$ cat config.mk
export PLATFORM = sky130hd
export DESIGN_NAME = mc_control_fsm
export DESIGN_NICKNAME = d
export VERILOG_FILES = /design/src/rtl/mc_pkg.sv /design/src/rtl/mc_output_decode.sv /design/src/rtl/mc_control_fsm.sv
export SDC_FILE = /design/constraint.sdc
export NUM_CORES = 1
export LEC_CHECK = 0
export ABC_AREA = 1
export BUFFER_PORTS_ARGS = -buffer_cell sky130_fd_sc_hd__buf_2
export CORE_AREA = 2 2 39 41
export DETAILED_ROUTE_END_ITERATION = 7
export DIE_AREA = 0 0 41 43
export PLACE_DENSITY = 0.85
export REMOVE_ABC_BUFFERS = 1
export SYNTH_ARGS = -nofsm -noshare
export SYNTH_HDL_FRONTEND = slang
export SYNTH_SLANG_ARGS = --single-unit
export TNS_END_PERCENT = 100
$ cat constraint.sdc
create_clock -name clk -period 1.5 [get_ports clk]
set_input_delay 0.225 -clock clk [delete_from_list [all_inputs] [get_ports clk]]
set_output_delay 0.225 -clock clk [all_outputs]
set_load 0.03 [all_outputs]
$ cat src/rtl/mc_pkg.sv
// Shared encodings for the multi-cycle MIPS main control unit: states,
// opcodes, datapath mux selects and the packed control word.
package mc_pkg;

  typedef enum logic [3:0] {
    S_FETCH  = 4'd0,
    S_DECODE = 4'd1,
    S_MEMADR = 4'd2,
    S_MEMRD  = 4'd3,
    S_MEMWB  = 4'd4,
    S_MEMWR  = 4'd5,
    S_EXEC   = 4'd6,
    S_RCOMP  = 4'd7,
    S_BRANCH = 4'd8,
    S_JUMP   = 4'd9,
    S_IDLE   = 4'd15
  } state_t;

  localparam logic [5:0] OP_RTYPE = 6'b000000;
  localparam logic [5:0] OP_LW    = 6'b100011;
  localparam logic [5:0] OP_SW    = 6'b101011;
  localparam logic [5:0] OP_BEQ   = 6'b000100;
  localparam logic [5:0] OP_J     = 6'b000010;

  localparam logic [1:0] ALUOP_ADD   = 2'b00;
  localparam logic [1:0] ALUOP_SUB   = 2'b01;
  localparam logic [1:0] ALUOP_FUNCT = 2'b10;

  localparam logic [1:0] SRCB_REG   = 2'b00;
  localparam logic [1:0] SRCB_FOUR  = 2'b01;
  localparam logic [1:0] SRCB_IMM   = 2'b10;
  localparam logic [1:0] SRCB_IMMSH = 2'b11;

  localparam logic [1:0] PCSRC_ALU    = 2'b00;
  localparam logic [1:0] PCSRC_ALUOUT = 2'b01;
  localparam logic [1:0] PCSRC_JUMP   = 2'b10;

  typedef struct packed {
    logic       pcWrite;
    logic       pcWriteCond;
    logic       iorD;
    logic       memRead;
    logic       memWrite;
    logic       irWrite;
    logic       memtoReg;
    logic       regDst;
    logic       regWrite;
    logic       aluSrcA;
    logic [1:0] aluSrcB;
    logic [1:0] aluOp;
    logic [1:0] pcSource;
    logic       instrDone;
  } ctrl_t;

  function automatic logic is_legal_op(input logic [5:0] op);
    return (op == OP_RTYPE) || (op == OP_LW) || (op == OP_SW) ||
           (op == OP_BEQ) || (op == OP_J);
  endfunction

endpackage

$ cat src/rtl/mc_output_decode.sv
// Moore output table: state (plus mem_ready for the handshake-qualified
// strobes) to datapath control word.
module mc_output_decode
  import mc_pkg::*;
(
  input  logic [3:0] i_state,
  input  logic       i_mem_ready,
  output ctrl_t      o_ctrl
);

  always_comb begin
    o_ctrl = '0;
    case (i_state)
      S_FETCH: begin
        o_ctrl.memRead = 1'b1;
        o_ctrl.aluSrcB = SRCB_FOUR;
        o_ctrl.aluOp   = ALUOP_ADD;
        o_ctrl.pcSource = PCSRC_ALU;
        o_ctrl.irWrite = i_mem_ready;
        o_ctrl.pcWrite = i_mem_ready;
      end
      S_DECODE: begin
        o_ctrl.aluSrcB = SRCB_IMMSH;
        o_ctrl.aluOp   = ALUOP_ADD;
      end
      S_MEMADR: begin
        o_ctrl.aluSrcA = 1'b1;
        o_ctrl.aluSrcB = SRCB_IMM;
        o_ctrl.aluOp   = ALUOP_ADD;
      end
      S_MEMRD: begin
        o_ctrl.memRead = 1'b1;
        o_ctrl.iorD    = 1'b1;
      end
      S_MEMWB: begin
        o_ctrl.regWrite  = 1'b1;
        o_ctrl.memtoReg  = 1'b1;
        o_ctrl.instrDone = 1'b1;
      end
      S_MEMWR: begin
        o_ctrl.memWrite  = 1'b1;
        o_ctrl.iorD      = 1'b1;
        o_ctrl.instrDone = i_mem_ready;
      end
      S_EXEC: begin
        o_ctrl.aluSrcA = 1'b1;
        o_ctrl.aluSrcB = SRCB_REG;
        o_ctrl.aluOp   = ALUOP_FUNCT;
      end
      S_RCOMP: begin
        o_ctrl.regWrite  = 1'b1;
        o_ctrl.regDst    = 1'b1;
        o_ctrl.instrDone = 1'b1;
      end
      S_BRANCH: begin
        o_ctrl.aluSrcA     = 1'b1;
        o_ctrl.aluSrcB     = SRCB_REG;
        o_ctrl.aluOp       = ALUOP_SUB;
        o_ctrl.pcWriteCond = 1'b1;
        o_ctrl.pcSource    = PCSRC_ALUOUT;
        o_ctrl.instrDone   = 1'b1;
      end
      S_JUMP: begin
        o_ctrl.pcWrite   = 1'b1;
        o_ctrl.pcSource  = PCSRC_JUMP;
        o_ctrl.instrDone = 1'b1;
      end
      default: o_ctrl = '0;
    endcase
  end

endmodule

$ cat src/rtl/mc_control_fsm.sv
// Multi-cycle MIPS main control: state register and opcode-driven
// sequencing, with the output table delegated to mc_output_decode.
module mc_control_fsm
  import mc_pkg::*;
(
  input  logic       clk,
  input  logic       reset,
  input  logic [5:0] Op,
  input  logic       mem_ready,
  output logic       PCWrite,
  output logic       PCWriteCond,
  output logic       IorD,
  output logic       MemRead,
  output logic       MemWrite,
  output logic       IRWrite,
  output logic       MemtoReg,
  output logic       RegDst,
  output logic       RegWrite,
  output logic       ALUSrcA,
  output logic [1:0] ALUSrcB,
  output logic [1:0] ALUOp,
  output logic [1:0] PCSource,
  output logic       instr_done,
  output logic       illegal_op,
  output logic [3:0] state
);

  state_t r_state;
  state_t w_next;
  ctrl_t  w_ctrl;

  always_ff @(posedge clk or posedge reset) begin
    if (reset) r_state <= S_IDLE;
    else       r_state <= w_next;
  end

  always_comb begin
    w_next = S_IDLE;
    case (r_state)
      S_IDLE:   w_next = S_FETCH;
      S_FETCH:  w_next = mem_ready ? S_DECODE : S_FETCH;
      S_DECODE: begin
        if ((Op == OP_LW) || (Op == OP_SW)) w_next = S_MEMADR;
        else if (Op == OP_RTYPE)            w_next = S_EXEC;
        else if (Op == OP_BEQ)              w_next = S_BRANCH;
        else if (Op == OP_J)                w_next = S_JUMP;
        else                                w_next = S_FETCH;
      end
      // Only lw/sw reach here, so anything but lw is treated as a store.
      S_MEMADR: w_next = (Op == OP_LW) ? S_MEMRD : S_MEMWR;
      S_MEMRD:  w_next = mem_ready ? S_MEMWB : S_MEMRD;
      S_MEMWB:  w_next = S_FETCH;
      S_MEMWR:  w_next = mem_ready ? S_FETCH : S_MEMWR;
      S_EXEC:   w_next = S_RCOMP;
      S_RCOMP:  w_next = S_FETCH;
      S_BRANCH: w_next = S_FETCH;
      S_JUMP:   w_next = S_FETCH;
      default:  w_next = S_IDLE;
    endcase
  end

  mc_output_decode u_decode (
    .i_state     (r_state),
    .i_mem_ready (mem_ready),
    .o_ctrl      (w_ctrl)
  );

  assign PCWrite     = w_ctrl.pcWrite;
  assign PCWriteCond = w_ctrl.pcWriteCond;
  assign IorD        = w_ctrl.iorD;
  assign MemRead     = w_ctrl.memRead;
  assign MemWrite    = w_ctrl.memWrite;
  assign IRWrite     = w_ctrl.irWrite;
  assign MemtoReg    = w_ctrl.memtoReg;
  assign RegDst      = w_ctrl.regDst;
  assign RegWrite    = w_ctrl.regWrite;
  assign ALUSrcA     = w_ctrl.aluSrcA;
  assign ALUSrcB     = w_ctrl.aluSrcB;
  assign ALUOp       = w_ctrl.aluOp;
  assign PCSource    = w_ctrl.pcSource;
  assign instr_done  = w_ctrl.instrDone;
  assign illegal_op  = (r_state == S_DECODE) && !is_legal_op(Op);
  assign state       = r_state;

endmodule

==> reports/results.ini <==
[timing]
slew_headroom_pct = 84.6
fin_hold_ws_ns = 0.0446
fmax_ghz = 0.595
maxSlewViolCount = 0
finalWorstSetupSlack_ns = -0.181
finalHoldViolCount = 0
fin_skew_ns = 0.0117
grt_setup_unrepaired = yes
tns_ns = -1.93
fin_crit_sh_pct = 112
worst_pin_slew_ns = 0.231
setup_violations = 18
min_period_ns = 1.68

[place]
dp_slack_ns = 0.00712
io_buffer_count = 30
place.gp.congestion = 0.739
dp_hpwl_um = 1280

[synth]
synth.distinct_cells = 16
synth.cell_area_um2 = 543
ys_seq_area_share_pct = 19.4
ys_warn_count = 0
synth_seq_cells = 4
synth_cells = 97
synth_top_area_share_pct = 19.4
synth_area_per_cell_um2 = 5.60
yosys.area.top_type = dfstp_2
netlist_top_cells_area = dfstp_2, nand2_1, inv_1

[route]
drtPass1Iterations = 4
routed_wl_um = 2180
wire_per_inst_um = 13.5
ant_nets = 0
first_iter_violations = 15
drcViolationCount = 0
viasPerCell = 5.09
vias = 825

[layout]
area_growth_pct = 88.7
seqCellArea_um2 = 105
diodes = 0
nets = 157
largest_register_ffs = 4
n_fill_cell = 93
drive_above_1_share_pct = 59.6
mostFrequentLayoutCells = nand2_1, buf_2, buf_6, inv_1
multi_input_area_um2 = 419

[floorplanning]
die-area_mm2 = 0.00176
core_area_mm2 = 0.00138
die_y_um = 43
pin_count = 31
num_rows = 14
initial_utilization_pct = 39.2
die_w_um = 41

[run_status]
violations = negative setup slack
run_status = finished, violations left

[pwr]
ir_worst_vdd_v = 0.000407
powerDensity_mw_per_mm2 = 641
p_leak_nw = 0.649
power_uw = 656

[setup_path]
rrSetupSlack_ns = 0.03
cp_data_required_time_ns = 1.27
arrival_ns = 1.46
r2r_start = state[0]
start_kind = flop
critPathKind = reg2out
r2r_cells = 8
reg2reg_to = state[0]
crit_fanout = 4
end_kind = output pin

[clock_network]
cts.sinks = 4
cts_tree = yes
clkLatencyLatePin_ns = 0.24
numCtsBuffers = 3
cts_root_buffer = clkbuf_4
postCtsHoldBufs = 0
clockBufferDepth = 2
cts_max_level = 1
cts.clk_slew.worst_paths_ns = 0.04

[grt]
grt_pass1_vias = 707
grt_pass1_wl_um = 2760
antenna_found_initial = 0
grt-ovfl-total = 0
grt_max_degree = 6
grtUsageTotal_pct = 22.5

[hold_path]
hold_class = in2async

[run]
maxCapViolations = 0

==> routing by layer <==
layer | part of all wire, % | vias up | track usage (%)
li1 | - | 395 | -
met5 | 0 | - | 0
met3 | 4.2 | 6 | 2.09
met2 | 56 | 40 | 41.6
met1 | 38 | 384 | 23.5
met4 | 1.7 | 0 | 9.33
==> timing repair <==
item / CTS / global route
resized for setup: 40 / 14
setup endpoints to repair: 17 / 17
pin swaps: 7 / 5
endpoints found under the hold margin: 0 / 0
setup buffers: 10 / 4
==> synthesized netlist by cell type (all sizes together) <==
| master | count |
|---|---|
| nand2 | 28 |
| inv | 24 |
| nor2 | 21 |
| nand3 | 13 |
| dfstp | 4 |
| a21oi | 2 |
| nand3b | 1 |
| nand4 | 1 |
| nor3 | 1 |
| o211ai | 1 |
| o21ai | 1 |
==> final cells by class <==
| class | instances | share of cell area [%] |
|---|---|---|
| tap | 16 | 1.95 |
| sequential | 4 | 10.3 |
| timing repair buffer | 46 | 35.2 |
| multi-input combinational | 69 | 40.9 |
| inverter | 24 | 9.52 |
| clock buffer | 3 | 2.20 |
==> kinds of logic after synthesis <==
| group | after synthesis | share of synthesized area, % |
|---|---|---|
| and+or+nand+nor | 65 | 59.0 |
| buffers and inverters | 24 | 16.6 |
| DFF | 4 | 19.4 |
| AOI/OAI and AO/OA | 4 | 5.07 |
==> worst max-delay path: stages (launching register included) <==
cell and delay (ns):
dfstp_2 0.59, buf_4 0.16, nand2_4 0.08, nor2_4 0.13, nor2_4 0.05, o211ai_2 0.06
buf_6 0.15
==> worst max-delay path by stage <==
| stage | startpoint | to | slack (ns) | cells past startpoint |
|---|---|---|---|---|
| finish | state[0] | instr_done | -0.18 | 6 |
| global route | state[0] | instr_done | -0.24 | 6 |
| CTS | state[2] | instr_done | -0.15 | 7 |
| detailed placement | state[2] | instr_done | 0.007 | 7 |
| global placement | state[2] | instr_done | 0.03 | 7 |
| floorplan | state[2] | RegWrite | -0.27 | 6 |
==> where the power goes <==
part           switching, mW  total, mW  internal (mW)  leakage, nW
Sequential            0.0125      0.133          0.120       0.0414
Clock                 0.0492      0.139         0.0898       0.0138
Combinational          0.229      0.385          0.156        0.593
Total                  0.291      0.656          0.366        0.649
==> stage by stage <==
| stage | instances | utilization [%] | cell area, um2 |
|---|---|---|---|
| floorplan | 97 | - | 543 |
| detailed placement | 145 | 52.6 | 728 |
| CTS | 158 | 68.7 | 951 |
| global route | 162 | 74.1 | 1020 |
| finish | 162 | 74.1 | 1020 |
| global placement | 145 | 52.6 | 728 |
Power figures use the tool's default switching activity.
